===== config.mk =====
export PLATFORM = sky130hd
export DESIGN_NAME = act_pwl_simd
export DESIGN_NICKNAME = d
export VERILOG_FILES = /design/src/rtl/act_pwl_simd.sv
export SDC_FILE = /design/constraint.sdc
export NUM_CORES = 1
export LEC_CHECK = 0
export ABC_AREA = 0
export BUFFER_PORTS_ARGS = -buffer_cell sky130_fd_sc_hd__buf_2
export CELL_PAD_IN_SITES_DETAIL_PLACEMENT = 1
export CELL_PAD_IN_SITES_GLOBAL_PLACEMENT = 1
export CORE_UTILIZATION = 45
export CTS_CLUSTER_DIAMETER = 150
export DETAILED_ROUTE_END_ITERATION = 16
export PLACE_DENSITY = 0.84
export SYNTH_ARGS = -nofsm -noshare
export SYNTH_HDL_FRONTEND = slang
export SYNTH_SLANG_ARGS = --single-unit
export TNS_END_PERCENT = 50

===== constraint.sdc =====
create_clock -name clk -period 12.05 [get_ports clk]
set_input_delay 1.8075 -clock clk [delete_from_list [all_inputs] [get_ports clk]]
set_output_delay 1.8075 -clock clk [all_outputs]
set_load 0.01 [all_outputs]

===== src/rtl/act_pwl_simd.sv =====
// act_pwl_simd: LANES-wide piecewise-linear tanh/sigmoid, 3-stage valid/ready pipeline
// Ports: clk, rst (sync, active-high); in_valid/in_ready/in_mode/in_data input beat;
//   out_valid/out_ready/out_mode/out_data output beat. Lane k sits at [k*DATA_W +: DATA_W],
//   signed Q(DATA_W-FRAC_W).FRAC_W. Macro ACT_PWL_SIGMOID_EN enables sigmoid (in_mode=1);
//   without it every beat is tanh and out_mode is 0.
module act_pwl_simd #(
  parameter int LANES  = 2,
  parameter int DATA_W = 16,
  parameter int FRAC_W = 11
) (
  input  logic                    clk,
  input  logic                    rst,
  input  logic                    in_valid,
  output logic                    in_ready,
  input  logic                    in_mode,
  input  logic [LANES*DATA_W-1:0] in_data,
  output logic                    out_valid,
  input  logic                    out_ready,
  output logic                    out_mode,
  output logic [LANES*DATA_W-1:0] out_data
);
  localparam real SCALE = real'(1 << FRAC_W);
  localparam logic signed [DATA_W-1:0] LIM  = DATA_W'((1 << FRAC_W) - 1);
  localparam logic signed [DATA_W-1:0] HALF = DATA_W'(1 << (FRAC_W - 1));
  localparam logic signed [DATA_W-1:0] MIN  = {1'b1, {(DATA_W-1){1'b0}}};
  localparam logic signed [DATA_W-1:0] MAX  = {1'b0, {(DATA_W-1){1'b1}}};
  localparam logic [2*DATA_W-1:0] RND = (2*DATA_W)'(1 << (FRAC_W - 1));
  function automatic real th(input int k);
    case (k)
      1: return 0.46211715726000974;
      2: return 0.76159415595576489;
      3: return 0.90514825364486640;
      4: return 0.96402758007581690;
      5: return 0.98661429815143030;
      6: return 0.99505475368673050;
      default: return 0.0;
    endcase
  endfunction
  // chord through tanh at 0.5k and 0.5(k+1): slope 2*(Tb-Ta), intercept Ta - slope*0.5k
  function automatic logic [DATA_W-1:0] m_q(input int k);
    return k < 6 ? DATA_W'($rtoi((th(k + 1) - th(k)) * 2.0 * SCALE + 0.5)) : '0;
  endfunction
  function automatic logic [DATA_W-1:0] c_q(input int k);
    return k < 6 ? DATA_W'($rtoi((th(k) - (th(k + 1) - th(k)) * real'(k)) * SCALE + 0.5)) : '0;
  endfunction
  localparam logic [DATA_W-1:0] M_TAB [8] = '{m_q(0), m_q(1), m_q(2), m_q(3), m_q(4), m_q(5), m_q(6), m_q(7)};
  localparam logic [DATA_W-1:0] C_TAB [8] = '{c_q(0), c_q(1), c_q(2), c_q(3), c_q(4), c_q(5), c_q(6), c_q(7)};
  logic adv, mode_in, v1, v2, m1, m2;
`ifdef ACT_PWL_SIGMOID_EN
  assign mode_in = in_mode;
`else
  logic unused_mode;
  assign unused_mode = in_mode;
  assign mode_in = 1'b0;
`endif
  assign adv = ~out_valid | out_ready;
  assign in_ready = adv;
  always_ff @(posedge clk)
    if (rst) begin
      v1 <= 1'b0;
      v2 <= 1'b0;
      out_valid <= 1'b0;
      out_mode <= 1'b0;
    end else if (adv) begin
      v1 <= in_valid;
      v2 <= v1;
      out_valid <= v2;
      out_mode <= m2;
    end
  always_ff @(posedge clk)
    if (adv) begin
      m1 <= mode_in;
      m2 <= m1;
    end
  genvar k;
  for (k = 0; k < LANES; k++) begin : g_lane
    logic signed [DATA_W-1:0] x, xe, s2_t, y, yc, res;
    logic [DATA_W-1:0] mag, s1_mag, t, out_r;
    logic [2:0] seg, s1_seg;
    logic [2*DATA_W-1:0] prod;
    logic s1_neg, s2_neg;
    always_comb begin
      x = in_data[k*DATA_W +: DATA_W];
      xe = mode_in ? (x >>> 1) : x;
      mag = xe[DATA_W-1] ? (xe == MIN ? MAX : -xe) : xe;
      seg = '0;
      for (int j = 1; j < 7; j++) if (mag >= DATA_W'(j << (FRAC_W - 1))) seg = 3'(j);
    end
    always_comb begin
      prod = {{DATA_W{1'b0}}, M_TAB[s1_seg]} * {{DATA_W{1'b0}}, s1_mag};
      t = s1_seg == 3'd6 ? LIM : DATA_W'((prod + RND) >> FRAC_W) + C_TAB[s1_seg];
    end
`ifdef ACT_PWL_SIGMOID_EN
    logic signed [DATA_W-1:0] ys;
`endif
    always_comb begin
      y = s2_neg ? -s2_t : s2_t;
      yc = y > LIM ? LIM : (y < -LIM ? -LIM : y);
`ifdef ACT_PWL_SIGMOID_EN
      ys = (yc >>> 1) + HALF;
      res = m2 ? (ys < 0 ? '0 : (ys > LIM ? LIM : ys)) : yc;
`else
      res = yc;
`endif
    end
    always_ff @(posedge clk)
      if (adv) begin
        s1_neg <= xe[DATA_W-1];
        s1_mag <= mag;
        s1_seg <= seg;
        s2_neg <= s1_neg;
        s2_t <= t;
      end
    always_ff @(posedge clk)
      if (rst) out_r <= '0;
      else if (adv) out_r <= res;
    assign out_data[k*DATA_W +: DATA_W] = out_r;
  end
endmodule

# Word-level counts from Yosys, hierarchy flattened
# Memories as Yosys holds them, arrays and structs flattened.
# Cells that the tools add are included.
word_totals:
  regBits: 109
  mem_bits_ro: 512
  wordCells: 87
  memories: 4
op_classes:
  add_sub_neg: 8
  mul: 2
  magnitude_cmp: 18
  eq_ne: 4
  muxes: 28
  bitwise: 4
  n_reduce_logical: 2
memory_table:
  columns: ["name", "depth", "word_bits", "rd", "rd_clocked_by_memory_dff", "write_ports", "line_no", "source"]
  rows:
  - ["(no name shown)", 8, 16, 1, 0, 0, "91", "t = s1_seg == 3'd6 ? LIM : DATA_W'((prod + RND) >> FRAC_W) + C_TAB[s1_seg];"]
  - ["(no name shown)", 8, 16, 1, 0, 0, "90", "prod = {{DATA_W{1'b0}}, M_TAB[s1_seg]} * {{DATA_W{1'b0}}, s1_mag};"]
  - ["(no name shown)", 8, 16, 1, 0, 0, "91", null]
  - ["(no name shown)", 8, 16, 1, 0, 0, "90", null]
ops:
  columns: ["op", "count"]
  rows:
  - ["$mux W16", 18]
  - ["$ge A16 B13 Y1 const B", 6]
  - ["$ge A16 B12 Y1 const B", 4]
  - ["$neg A16 Y16", 4]
  - ["$add A27 B11 Y27 const B", 2]
  - ["$mul A16 B16 Y27", 2]
  - ["$add A16 B16 Y16", 2]
  - ["$eq A16 B16 Y1 const B", 2]
  - ["$ge A16 B11 Y1 const B", 2]
  - ["$gt A16 B12 Y1 const B", 2]
  - ["$lt A16 B12 Y1 const B", 2]
  - ["$mux W3", 4]
  - ["$ge A4 B4 Y1 const B", 2]
  - ["$mux W2", 4]
  - ["$not A3 Y4", 2]
  - ["$eq A3 B3 Y1 const B", 2]
  - ["$reduce_or A3 Y1", 2]
  - ["$mux W1", 2]
  - ["$not A1 Y1", 1]
  - ["$or A1 B1 Y1", 1]

# Longest topological paths before layout
depth:
  ltp_word: 9
  mapped_depth: 37
  mapped_depth_nobuf: 36

# Worst setup path before layout
# OpenSTA, ideal clock, no wires.
synth_path:
  kind: "register to register"
  startpoint: "reg g_lane[0].s1_seg[0]"
  endpoint: "reg g_lane[0].s2_t[15] (data pin)"
  setup_ps: 263
  arrival_time_ps: 8316
  path_slack_ps: 3471
  path_stages_with_launch: 34
  path_buffers: 0
  synth_period_minus_slack_ps: 8579
  path_cell_list: "edfxtp_1 -> inv_1 -> ha_1 -> inv_1 -> nand2_1 -> o21ai_0 -> and2_1 -> fa_1 -> inv_1 -> fa_1 -> inv_1 -> fa_1 -> inv_1 -> fa_1 -> inv_1 -> fa_1 -> inv_1 -> fa_1 -> inv_1 -> ha_1 -> a21o_1 -> a2111oi_0 -> a311oi_1 -> or2_2 -> a21oi_1 -> xnor2_1 -> ha_1 -> nand3_1 -> a211oi_1 -> o31ai_1 -> nor4b_2 -> nand4_1 -> xnor3_1 -> nor2_1"
synth_via:
  elab_chain_cells: 7
  word_cells_on_any_way: 11
synth_rtl:
  columns: ["item", "line_no", "source"]
  rows:
  - ["start, declared", "79", "logic [2:0] seg, s1_seg;"]
  - ["start signal, assigned", "110", "s1_seg <= seg;"]
  - ["$not A3 Y4 (implied by the code)", "90, 91", null]
  - ["$mem_v2 Z8 W16", null, null]
  - ["$mux W16 (implied by the code) (2 in a row)", "90", null]
  - ["$mul A16 B16 Y27", "90", null]
  - ["$add A27 B11 Y27", "91", null]
  - ["$add A16 B16 Y16", "91", null]
  - ["end signal, assigned", "112", "s2_t <= t;"]
  - ["end, declared", "77", "logic signed [DATA_W-1:0] x, xe, s2_t, y, yc, res;"]
# Parallel ways exist; a longest one is shown, timed or not. The select of a mux whose other input is x is not followed.
# A chain may end at the register's enable or synchronous reset.

# Final worst setup path
layout_path:
  startpoint: "reg g_lane[0].s1_seg[2]"
  endpoint: "reg g_lane[0].s2_t[15] (data pin)"
# Same word-level chain as after synthesis.

==> flow_summary.html <==
<table>
<tr><th>Metric</th><th>Value</th></tr>
<tr><th colspan="2">Run status</th></tr>
<tr><td>Status</td><td>finished, final reports clean</td></tr>
<tr><th colspan="2">Yosys</th></tr>
<tr><td>Largest area contributor in the netlist</td><td>fa_1</td></tr>
<tr><td>Synthesis Warnings</td><td>0</td></tr>
<tr><td>Net count after synthesis</td><td>2,650</td></tr>
<tr><td>Total of flip-flops plus latches after synthesis</td><td>109</td></tr>
<tr><td>Gate Count Post-Synth</td><td>2,119</td></tr>
<tr><td>Share of flip-flops with an asynchronous set or reset after synthesis</td><td>0%</td></tr>
<tr><td>Primary FF master, synth</td><td>edfxtp_1</td></tr>
<tr><td>Avg Cell Area, Syn</td><td>8.79 sq um</td></tr>
<tr><td>Post-synthesis cell type count</td><td>74</td></tr>
<tr><td>Proportion of synthesized chip area in sequential cells</td><td>15.7%</td></tr>
<tr><td>Number of synthesized flops with an enable pin</td><td>74</td></tr>
<tr><td>Cell area after synthesis</td><td>18,600 sq um</td></tr>
<tr><td>Cells taking the most area after synthesis</td><td>fa_1 (27%), ha_1 (16%), edfxtp_1 (12%)</td></tr>
<tr><td>Share of the synthesized area in the top cell type</td><td>26.9%</td></tr>
<tr><th colspan="2">Job</th></tr>
<tr><td>Max-Cap Viols</td><td>0</td></tr>
<tr><th colspan="2">Worst setup path</th></tr>
<tr><td>CP Launch Type</td><td>flop</td></tr>
<tr><td>Worst EP required</td><td>12,180 ps</td></tr>
<tr><td>Largest driver fanout on the critical path</td><td>17</td></tr>
<tr><td>Reg2Reg Launch Point</td><td>g_lane[0].s1_seg[2]</td></tr>
<tr><td>Peak per-stage delay on the critical path</td><td>740 ps</td></tr>
<tr><td>Reg2Reg Depth</td><td>32</td></tr>
<tr><td>Crit path top cell by count</td><td>inv_1</td></tr>
<tr><td>Top delay family on crit path</td><td>adder cells</td></tr>
<tr><td>Crit. End Element</td><td>flop</td></tr>
<tr><td>Reg2reg setup slack</td><td>1860 ps</td></tr>
<tr><td>Worst Setup Path Type</td><td>flop to flop</td></tr>
<tr><td>Critical path arrival</td><td>10,310 ps</td></tr>
<tr><td>Buffer and inverter count on the worst path</td><td>8</td></tr>
<tr><td>Master of the slowest instance on the critical path</td><td>edfxtp_1</td></tr>
<tr><td>Worst flop-to-flop path endpoint</td><td>g_lane[0].s2_t[15]</td></tr>
<tr><td>Total number of cells along the worst setup path</td><td>32</td></tr>
<tr><th colspan="2">Clock network</th></tr>
<tr><td>Number of buffers added to fix hold violations after cts</td><td>0</td></tr>
<tr><td>Clock Tree Buf Depth</td><td>2</td></tr>
<tr><td>Clock Sinks</td><td>109</td></tr>
<tr><td>CTS tree</td><td>built</td></tr>
<tr><td>Clock root buffer</td><td>clkbuf_16</td></tr>
<tr><td>Number of buffers created by CTS</td><td>9</td></tr>
<tr><td>Clock network latency to the later pin of the worst-skew pair</td><td>390 ps</td></tr>
<tr><td>Total of cells resized after clock tree synthesis</td><td>0</td></tr>
<tr><td>Register clock-pin slew on the reported worst setup and hold paths</td><td>80 ps</td></tr>
<tr><td>Number of H-tree levels</td><td>3</td></tr>
<tr><td>Setup bufs post-CTS</td><td>0</td></tr>
<tr><th colspan="2">Final layout</th></tr>
<tr><td>Fillcell total</td><td>4,795</td></tr>
<tr><td>Number of diodes added for antenna fixing</td><td>0</td></tr>
<tr><td>Most used cells in the layout excluding fill and tap cells</td><td>inv_1 (367), nand2_1 (266), fa_1 (250)</td></tr>
<tr><td>Net total in the final layout</td><td>2,670</td></tr>
<tr><td>Area grow syn2layout</td><td>6.04%</td></tr>
<tr><td>Footprint of the flip-flops and latches</td><td>2920 sq um</td></tr>
<tr><td>Share of layout cells above drive strength 1</td><td>6.06%</td></tr>
<tr><td>Commonest non-fill, non-tap cell in the layout</td><td>inv_1</td></tr>
<tr><td>Filler-free cell count of the finished design</td><td>2,676</td></tr>
<tr><td>Total area of multi-input combinational cells</td><td>14,000 sq um</td></tr>
<tr><th colspan="2">Global route</th></tr>
<tr><td>Tot GR Track Use</td><td>25.1%</td></tr>
<tr><td>Vias in the first global route</td><td>16,713</td></tr>
<tr><td>Global-route wire length before repair</td><td>83,300 microns</td></tr>
<tr><td>Met2 Use GR</td><td>44.7%</td></tr>
<tr><td>Met3 layer usage reported by global route</td><td>3.99%</td></tr>
<tr><td>Number of antenna violations at the first check in global routing</td><td>0</td></tr>
<tr><td>Pin count of the biggest net entering global routing</td><td>68</td></tr>
<tr><td>GRT busiest layer</td><td>met2</td></tr>
<tr><td>Overflow after GRT</td><td>0</td></tr>
<tr><td>Met1 capacity usage during global routing</td><td>30.4%</td></tr>
<tr><th colspan="2">Placed design</th></tr>
<tr><td>HPWL Detailed</td><td>41,200 microns</td></tr>
<tr><td>Number of buffer cells added on primary ports</td><td>69</td></tr>
<tr><td>Worst slack after detailed placement</td><td>1960 ps</td></tr>
<tr><td>Number of placed cells counting well taps</td><td>2,660</td></tr>
<tr><td>Gpl congestion</td><td>0.872</td></tr>
<tr><th colspan="2">Die</th></tr>
<tr><td>Placement Rows</td><td>74</td></tr>
<tr><td>Width of the chip</td><td>205 microns</td></tr>
<tr><td>DIE AREA</td><td>42,200 sq um</td></tr>
<tr><td>Initial standard-cell utilization of the core</td><td>45.6%</td></tr>
<tr><td>Vertical die dimension</td><td>205 microns</td></tr>
<tr><td>Placeable Area</td><td>40,800 sq um</td></tr>
<tr><td>Top-level I/O count</td><td>72</td></tr>
<tr><th colspan="2">STA</th></tr>
<tr><td>Worst setup skew after layout</td><td>15.5 ps</td></tr>
<tr><td>RSZ-0062 raised after global routing</td><td>no</td></tr>
<tr><td>Share of the cycle needed by the critical path after routing</td><td>84.5%</td></tr>
<tr><td>Setup slack after layout</td><td>1860 ps</td></tr>
<tr><td>Transition time of the tightest slew-check pin</td><td>1040 ps</td></tr>
<tr><td>Maximum achievable frequency</td><td>98.2 MHz</td></tr>
<tr><td>Hold Violations, Final</td><td>0</td></tr>
<tr><td>Setup Total Neg Slack</td><td>0 ps</td></tr>
<tr><td>Number of setup violations in the final report</td><td>0</td></tr>
<tr><td>Final Max Slew Viols</td><td>0</td></tr>
<tr><td>Min Hold Slack</td><td>460 ps</td></tr>
<tr><td>Minimum clock period</td><td>10,190 ps</td></tr>
<tr><td>Max transition margin</td><td>30.9%</td></tr>
<tr><th colspan="2">Route</th></tr>
<tr><td>Wire length per cell</td><td>18.7 microns</td></tr>
<tr><td>Violation count after the first detailed-routing iteration</td><td>931</td></tr>
<tr><td>Vias per inst</td><td>5.52</td></tr>
<tr><td>Via count of the routed design</td><td>14,759</td></tr>
<tr><td>Total detailed-routing wirelength</td><td>50,000 microns</td></tr>
<tr><td>Count of antenna-violating nets left after detailed routing</td><td>0</td></tr>
<tr><td>DRC violations left</td><td>0</td></tr>
<tr><td>DR pass1 iterations</td><td>5</td></tr>
<tr><th colspan="2">Pwr</th></tr>
<tr><td>Sum of internal, switching and leakage power</td><td>2.01 mW</td></tr>
<tr><td>Leakage power total</td><td>10.2 nW</td></tr>
<tr><td>Peak supply drop</td><td>0.0731 mV</td></tr>
<tr><td>Pwr dens</td><td>102 nW/um^2</td></tr>
<tr><th colspan="2">Worst hold path</th></tr>
<tr><td>Hold-critical path endpoint</td><td>g_lane[0].out_r[11]</td></tr>
<tr><td>Tightest Hold Check Type</td><td>flop to flop</td></tr>
<tr><td>Hold path depth</td><td>2</td></tr>
<tr><td>Hold path startpoint</td><td>g_lane[0].out_r[11]</td></tr>
</table>
## kinds of logic after synthesis
logic type | count (synthesis) | synth area share [%]
multiplexers | 6 | 0.329
buffers and inverters | 442 | 8.95
adder cells (fa/ha/maj) | 494 | 43.2
other | 1 | 0.0201
flip-flops | 109 | 15.7
AND/OR/NAND/NOR | 754 | 19.3
AO/OA/AOI/OAI | 218 | 7.95
XOR/XNOR | 95 | 4.54
## sequential cells by signal, indices dropped and copies added, names as in the netlist
signal	flops
g_lane.s2_neg	2
v1	1
v2	1
g_lane.out_r	32
g_lane.s2_t	32
g_lane.s1_mag	32
out_valid	1
g_lane.s1_neg	2
g_lane.s1_seg	6
## worst register-to-register path, delay by kind of cell, from the launching register on
family	cells	cell delay, ps
AOI/OAI and AO/OA	7	2080
xor gates and xnor gates	2	520
adders and majority gates	8	3870
and+or+nand+nor	7	1670
buffers and inverters	8	1070
DFF	1	740
## how the worst max path moves through the flow
stage                         from                  to
6_report       g_lane[0].s1_seg[2]  g_lane[0].s2_t[15]
5_1_grt        g_lane[0].s1_seg[2]  g_lane[0].s2_t[14]
4_1_cts        g_lane[0].s1_seg[2]  g_lane[0].s2_t[15]
3_5_place_dp   g_lane[0].s1_seg[2]  g_lane[0].s2_t[15]
3_3_place_gp   g_lane[0].s1_seg[2]  g_lane[0].s2_t[15]
2_1_floorplan  g_lane[0].s1_seg[0]  g_lane[0].s2_t[15]
## Yosys cell counts, types with 7 or more instances
cell	n
nand4_1	7
or2_2	15
or3_1	7
a21o_1	19
a21oi_1	56
and3_1	16
ha_1	244
nor3_1	48
o31ai_1	16
nand2b_1	21
or4_1	7
nor2b_1	17
nor4_1	10
nand2_1	266
fa_1	250
o21ai_0	47
nor2_1	158
inv_1	367
dfxtp_1	35
clkbuf_1	66
edfxtp_1	74
a211oi_1	10
o21a_1	9
and2_1	106
o211ai_1	8
nand3_1	57
o41ai_1	7
xnor2_1	38
xor2_1	56
## final cells by class
| cell class | count | share of cell area (%) |
|---|---|---|
| clock buffers | 9 | 1.14 |
| clock inverters | 7 | 0.355 |
| inverters | 369 | 7.02 |
| multi-input cells | 1568 | 71.1 |
| flip-flops and latches | 109 | 14.8 |
| well taps | 532 | 3.37 |
| repair buffers | 82 | 2.24 |
## per-layer routing
metal / up-vias / part of all wire (%)
met1: 7465 / 42
met2: 345 / 50
met4: 0 / 2.6
li1: 6846 / -
met3: 103 / 4.6
met5: - / 0
## per-stage QoR
step                area, sq um  util (%)
finish                    19800      48.4
global route              19800      48.4
CTS                       19800      48.4
detailed placement        19500      47.7
global placement          19500      47.7
floorplan                 18600         -
## where the power goes
part / total, mW / internal [mW] / leakage, nW / switching [mW]
logic: 1.14 / 0.467 / 9.03 / 0.673
clock network: 0.320 / 0.148 / 0.148 / 0.172
registers: 0.551 / 0.470 / 1.05 / 0.0812
(Power assumes the default switching activity.)
